$ cat config.mk
export PLATFORM = sky130hd
export DESIGN_NAME = phase_wrap_gen_flat
export DESIGN_NICKNAME = d
export VERILOG_FILES = /design/src/rtl/phase_wrap_gen_if.sv /design/src/rtl/phase_wrap_gen.sv /design/src/flat_wrapper.sv
export SDC_FILE = /design/constraint.sdc
export NUM_CORES = 1
export LEC_CHECK = 0
export ABC_AREA = 0
export CAP_MARGIN = 0
export CORE_UTILIZATION = 50
export DETAILED_ROUTE_END_ITERATION = 16
export GPL_TIMING_DRIVEN = 0
export PLACE_DENSITY = 0.75
export SLEW_MARGIN = 20
export SYNTH_ARGS = -nofsm -noshare
export SYNTH_HDL_FRONTEND = slang
export SYNTH_SLANG_ARGS = --single-unit
$ cat constraint.sdc
create_clock -name clk -period 6.1 [get_ports clk]
set_clock_uncertainty 0.2 [all_clocks]
set_input_delay 0.915 -clock clk [delete_from_list [all_inputs] [get_ports clk]]
set_output_delay 0.915 -clock clk [all_outputs]
set_load 0.005 [all_outputs]
$ cat src/rtl/phase_wrap_gen_if.sv
// Command/stream bundle for the phase wrap generator: sequence request in,
// wrapped angle stream out, plus status flags.
interface phase_wrap_gen_if #(
  parameter int TOTAL_WIDTH = 16
);
  logic                          start;
  logic signed [TOTAL_WIDTH-1:0] phase0;
  logic signed [TOTAL_WIDTH-1:0] step;
  logic [7:0]                    count;
  logic signed [TOTAL_WIDTH-1:0] x_out;
  logic [7:0]                    idx_out;
  logic                          out_valid;
  logic                          out_ready;
  logic                          busy;
  logic                          done;
  logic                          step_clip;

  modport master (
    output start, phase0, step, count, out_ready,
    input  x_out, idx_out, out_valid, busy, done, step_clip
  );

  modport slave (
    input  start, phase0, step, count, out_ready,
    output x_out, idx_out, out_valid, busy, done, step_clip
  );
endinterface

$ cat src/rtl/phase_wrap_gen.sv
// Generates a sequence of angles phase0 + k*step wrapped into [-pi, pi),
// streamed one per handshake to a sine approximator.
module phase_wrap_gen #(
  parameter int TOTAL_WIDTH = 16,
  parameter int FRAC_WIDTH  = 5,
  parameter int PI_FX       = 101
) (
  input logic             clk,
  input logic             rst,
  phase_wrap_gen_if.slave bus
);

  localparam int W = TOTAL_WIDTH;
  localparam logic signed [W-1:0] PI_W     = W'(PI_FX);
  localparam logic signed [W:0]   PI_E     = (W+1)'(PI_FX);
  localparam logic signed [W:0]   TWO_PI_E = (W+1)'(2 * PI_FX);

  typedef enum logic [1:0] {
    IDLE = 2'd0,
    RUN  = 2'd1,
    DONE = 2'd2
  } state_t;

  if (FRAC_WIDTH >= TOTAL_WIDTH) begin : g_bad_frac
    $error("phase_wrap_gen: FRAC_WIDTH must be smaller than TOTAL_WIDTH");
  end

  // Single-correction wrap; valid because inputs lie in [-2*pi, 2*pi).
  function automatic logic signed [W-1:0] wrap_fx(input logic signed [W:0] v);
    logic signed [W:0] r;
    if (v >= PI_E) begin
      r = v - TWO_PI_E;
    end else if (v < -PI_E) begin
      r = v + TWO_PI_E;
    end else begin
      r = v;
    end
    return r[W-1:0];
  endfunction

  function automatic logic signed [W-1:0] sat_fx(input logic signed [W-1:0] v);
    logic signed [W-1:0] r;
    if (v > PI_W) begin
      r = PI_W;
    end else if (v < -PI_W) begin
      r = -PI_W;
    end else begin
      r = v;
    end
    return r;
  endfunction

  state_t              state_r;
  state_t              state_nx_s;
  logic signed [W-1:0] x_r;
  logic signed [W-1:0] step_r;
  logic [7:0]          idx_r;
  logic [7:0]          count_r;
  logic                clip_r;
  logic                valid_s;
  logic                busy_s;
  logic                done_s;
  logic                accept_s;
  logic                hs_s;
  logic                last_s;
  logic                clip_s;
  logic signed [W:0]   sum_s;
  logic signed [W:0]   phase_ext_s;

  assign accept_s    = (state_r == IDLE) && bus.start;
  assign hs_s        = (state_r == RUN) && bus.out_ready;
  assign last_s      = (idx_r == (count_r - 8'd1));
  assign clip_s      = (bus.step > PI_W) || (bus.step < -PI_W);
  assign sum_s       = $signed({x_r[W-1], x_r}) + $signed({step_r[W-1], step_r});
  assign phase_ext_s = $signed({bus.phase0[W-1], bus.phase0});

  // State register
  always_ff @(posedge clk) begin
    if (rst) begin
      state_r <= IDLE;
    end else begin
      state_r <= state_nx_s;
    end
  end

  // Next-state logic
  always_comb begin
    state_nx_s = state_r;
    case (state_r)
      IDLE: begin
        if (bus.start) begin
          state_nx_s = (bus.count == 8'd0) ? DONE : RUN;
        end else begin
          state_nx_s = IDLE;
        end
      end
      RUN: begin
        if (hs_s && last_s) begin
          state_nx_s = DONE;
        end else begin
          state_nx_s = RUN;
        end
      end
      DONE:    state_nx_s = IDLE;
      default: state_nx_s = IDLE;
    endcase
  end

  // Status decode straight from the state register, so no combinational input paths
  always_comb begin
    valid_s = 1'b0;
    busy_s  = 1'b0;
    done_s  = 1'b0;
    case (state_r)
      IDLE: begin
        valid_s = 1'b0;
        busy_s  = 1'b0;
        done_s  = 1'b0;
      end
      RUN: begin
        valid_s = 1'b1;
        busy_s  = 1'b1;
        done_s  = 1'b0;
      end
      DONE: begin
        valid_s = 1'b0;
        busy_s  = 1'b1;
        done_s  = 1'b1;
      end
      default: begin
        valid_s = 1'b0;
        busy_s  = 1'b0;
        done_s  = 1'b0;
      end
    endcase
  end

  // Angle datapath; holds everything while stalled
  always_ff @(posedge clk) begin
    if (rst) begin
      x_r     <= {W{1'b0}};
      step_r  <= {W{1'b0}};
      idx_r   <= 8'd0;
      count_r <= 8'd0;
    end else if (accept_s) begin
      x_r     <= wrap_fx(phase_ext_s);
      step_r  <= sat_fx(bus.step);
      idx_r   <= 8'd0;
      count_r <= bus.count;
    end else if (hs_s && !last_s) begin
      x_r     <= wrap_fx(sum_s);
      idx_r   <= idx_r + 8'd1;
    end
  end

  // Sticky saturation flag, cleared only by reset
  always_ff @(posedge clk) begin
    if (rst) begin
      clip_r <= 1'b0;
    end else if (accept_s && clip_s) begin
      clip_r <= 1'b1;
    end
  end

  assign bus.x_out     = x_r;
  assign bus.idx_out   = idx_r;
  assign bus.out_valid = valid_s;
  assign bus.busy      = busy_s;
  assign bus.done      = done_s;
  assign bus.step_clip = clip_r;

endmodule

$ cat src/flat_wrapper.sv
// flat-port wrapper written by rule: the top's interface ports become plain ports
module phase_wrap_gen_flat 
#(
  parameter int TOTAL_WIDTH = 16,
  parameter int FRAC_WIDTH  = 5,
  parameter int PI_FX       = 101
)
  (clk, rst, bus_start, bus_phase0, bus_step, bus_count, bus_out_ready, bus_x_out, bus_idx_out, bus_out_valid, bus_busy, bus_done, bus_step_clip);
  phase_wrap_gen_if #(.TOTAL_WIDTH(TOTAL_WIDTH)) bus_i ();
  input logic clk;
  input logic rst;
  input wire logic [$bits(bus_i.start)-1:0] bus_start;
  input wire logic [$bits(bus_i.phase0)-1:0] bus_phase0;
  input wire logic [$bits(bus_i.step)-1:0] bus_step;
  input wire logic [$bits(bus_i.count)-1:0] bus_count;
  input wire logic [$bits(bus_i.out_ready)-1:0] bus_out_ready;
  output wire logic [$bits(bus_i.x_out)-1:0] bus_x_out;
  output wire logic [$bits(bus_i.idx_out)-1:0] bus_idx_out;
  output wire logic [$bits(bus_i.out_valid)-1:0] bus_out_valid;
  output wire logic [$bits(bus_i.busy)-1:0] bus_busy;
  output wire logic [$bits(bus_i.done)-1:0] bus_done;
  output wire logic [$bits(bus_i.step_clip)-1:0] bus_step_clip;
  assign bus_i.start = bus_start;
  assign bus_i.phase0 = bus_phase0;
  assign bus_i.step = bus_step;
  assign bus_i.count = bus_count;
  assign bus_i.out_ready = bus_out_ready;
  assign bus_x_out = bus_i.x_out;
  assign bus_idx_out = bus_i.idx_out;
  assign bus_out_valid = bus_i.out_valid;
  assign bus_busy = bus_i.busy;
  assign bus_done = bus_i.done;
  assign bus_step_clip = bus_i.step_clip;
  phase_wrap_gen #(.TOTAL_WIDTH(TOTAL_WIDTH), .FRAC_WIDTH(FRAC_WIDTH), .PI_FX(PI_FX)) u_core (.clk(clk), .rst(rst), .bus(bus_i));
endmodule
==> summary.txt <==
Row count: 34
CP most frequent cell: a21o_1
Global-route wire length before repair: 20.20 mm
Post-Syn Area per Cell: 7.518 um^2
Post-synthesis register bit count: 51
Max-slew headroom: 52.91%
Mapped Nets: 666
WL final: 12.84 mm
Max Fclk: 233.1 MHz
Seq/Total Area, Yosys: 22.90%
Total CTS buffers: 5
Die Y-Extent: 96.43 um
FILL cells: 832
Final count of negative-setup-slack endpoints: 0
Tmin final: 4.291 ns
CTS tree: done
Crit-path max cell delay: 0.57 ns
Status: completed
Most frequent cells in the layout: clkdlybuf4s50_1 (66), nand2_1 (63), nor2_1 (63)
Top cells by area, synth: dfxtp_1 (23%), ha_1 (7.9%), a21oi_1 (5.5%), nand2_1 (5.3%), nor2_1 (5.3%)
Clk slew on worst S/H paths: 0.10 ns
Post-DRT Antenna Nets: 0
Core ar.: 8678 um^2
Crit Path Category: register to register
Layout cells sized above 1: 5.847%
Maximum clock path buffer count: 2
Post_cts resized: 0
Critical Path RT: 6.12 ns
Hold Crit Class: register to register
Mapped Cells: 593
CP max-delay cell: or4_4
Nets: 739
Tot Pwr: 1.107 mW
Worst skew pair latency: 0.32 ns
Worst VDD drop: 124.0 uV
FF/Latch Area: 1021 um^2
Crit path cell chain: ha_1 > fa_1 > a21o_1 > a21o_1 > a221o_1 > xor2_1 > nand2_1 > or4_4 > o21ai_4 > o22ai_1 > or3_1 > a311oi_2
Post-synth EDFFs: 0
Post-DP HPWL: 10.29 mm
Placer Congestion: 0.9333
IO buf count: 66
Netlist cell types: 68
Final Hold Fails: 0
# diodes: 0
LEAKAGE: 2.088 nW
Vias: 4725
Multi-input logic area: 3254 um^2
Setup TNS: 0 ns
Synthesis-to-layout area growth: 20.07%
Yosys top cell area share: 22.90%
YS warnings: 0
Max-cap violations: 0
Initial antenna violation count: 0
IO Pins: 72
Clock Sinks: 51
Root Driver: clkbuf_8
Commonest non-fill, non-tap cell in the layout: clkdlybuf4s50_1
Startpoint class of the critical path: register
Worst setup EP type: register
Die Wd: 96.43 um
Slew Limit Fails: 0
Worst EP arrival: 4.31 ns
Cell Pwr Density: 206.7 nW/um^2
Cell area after synthesis: 4458 um^2
Crit-path leading delay family: compound AO/OA/AOI/OAI gates
DRC errors left: 0
GR Overflow Total: 0
Worst-Margin Slew: 0.7064 ns
Cell accounting for the most synthesized area: dfxtp_1
Crit share post-route: 70.34%
Primary FF master, synth: dfxtp_1
Initial Utilization: 51.37%
Largest net degree at the start of global routing: 17
Pre-antenna DRT Iters: 7
CTS H-tree lvls: 2
DR WL/cell: 16.57 um
Drt via density: 6.097
RSZ-0062 raised after global routing: false
Number of DRC markers in iteration 0: 204
Gr usage total: 28.05%
CP max FO: 10
Vias in the first global route: 4315
Async S/R FF share, synth: 0%
Die area: 9298 um^2
Hold_buf cts: 0
Buf/Inv on CP: 0
Post-CTS setup buffers: 0
[synthesized netlist by cell type, types with 5 or more instances]
cell	instances
nand4_1	10
and3_1	13
a31oi_1	7
clkbuf_1	22
o22ai_1	7
nor4_1	6
a311oi_2	7
o21ai_0	26
o211ai_1	5
a21oi_1	49
a311oi_1	6
xor2_1	24
ha_1	28
or3_1	12
nand3_1	17
nand2_1	63
inv_1	16
a2111oi_0	5
a21o_1	10
nand2b_1	13
nor2_1	63
buf_2	5
nor3_1	19
dfxtp_1	51
xnor2_1	23
[metrics by stage]
step	hold WS, ns	cell area (um^2)	setup WS [ns]	cells	util (%)
3_3_place_gp	0.2517	5254	1.991	767	60.54
2_1_floorplan	0.2291	4458	2.350	593	-
4_1_cts	0.2825	5353	1.877	775	61.68
5_1_grt	0.2982	5353	1.601	775	61.68
6_report	0.2744	5353	1.809	775	61.68
3_5_place_dp	0.2582	5254	1.949	767	60.54
[final cells by class]
| class | instances | area share (%) |
|---|---|---|
| plain buffers | 30 | 2.221 |
| multi-input cells | 495 | 60.80 |
| clock inverters | 2 | 0.3039 |
| clock buffers | 6 | 1.543 |
| inverters | 17 | 1.192 |
| well taps | 108 | 2.525 |
| repair buffers | 66 | 12.34 |
| flip-flops and latches | 51 | 19.07 |
[metal layers]
metal / GRT usage, % / wire (um)
met4: 11.89 / 442
met2: 47.81 / 5941
met3: 4.460 / 770
met1: 35.02 / 5685
met5: 0 / 0
[state kept, by name (all words and copies together), names as in the netlist]
signal and flops:
u_core.step_r 16, u_core.bus.idx_out 8, u_core.count_r 8, u_core.state_r 2
u_core.bus.x_out 16, u_core.bus.step_clip 1
[worst reg2reg max path: stages (launching register included)]
cell and delay (ns):
dfxtp_1 0.37, ha_1 0.24, fa_1 0.42, a21o_1 0.21, a21o_1 0.20, a221o_1 0.31
xor2_1 0.43, nand2_1 0.20, or4_4 0.57, o21ai_4 0.28, o22ai_1 0.17, or3_1 0.34
a311oi_2 0.25
[report_power, final]
group          internal (mW)  switching, mW
clock                 0.0930          0.124
combinational          0.215          0.287
sequential             0.357         0.0290
[cells by family after synthesis]
| kind of cell | Yosys count | share of synthesized area [%] |
|---|---|---|
| xor gates and xnor gates | 48 | 9.599 |
| and+or+nand+nor | 241 | 26.66 |
| AOI/OAI and AO/OA | 172 | 27.28 |
| adders and majority gates | 29 | 8.308 |
| muxes | 5 | 1.151 |
| buffers and inverters | 47 | 4.098 |
| DFF | 51 | 22.90 |
[path summary, 6_finish.rpt]
| kind | slack (ns) | end | from | depth (start not counted) |
|---|---|---|---|---|
| setup / recovery | 1.81 | u_core.bus.x_out[7] | u_core.step_r[0] | 12 |
| setup reg to reg | 1.81 | u_core.bus.x_out[7] | u_core.step_r[0] | 12 |
| hold / removal | 0.27 | u_core.bus.step_clip | u_core.bus.step_clip | 2 |
| hold reg to reg | 0.27 | u_core.bus.step_clip | u_core.bus.step_clip | 2 |
No activity file was read; power rests on OpenSTA's default activity.
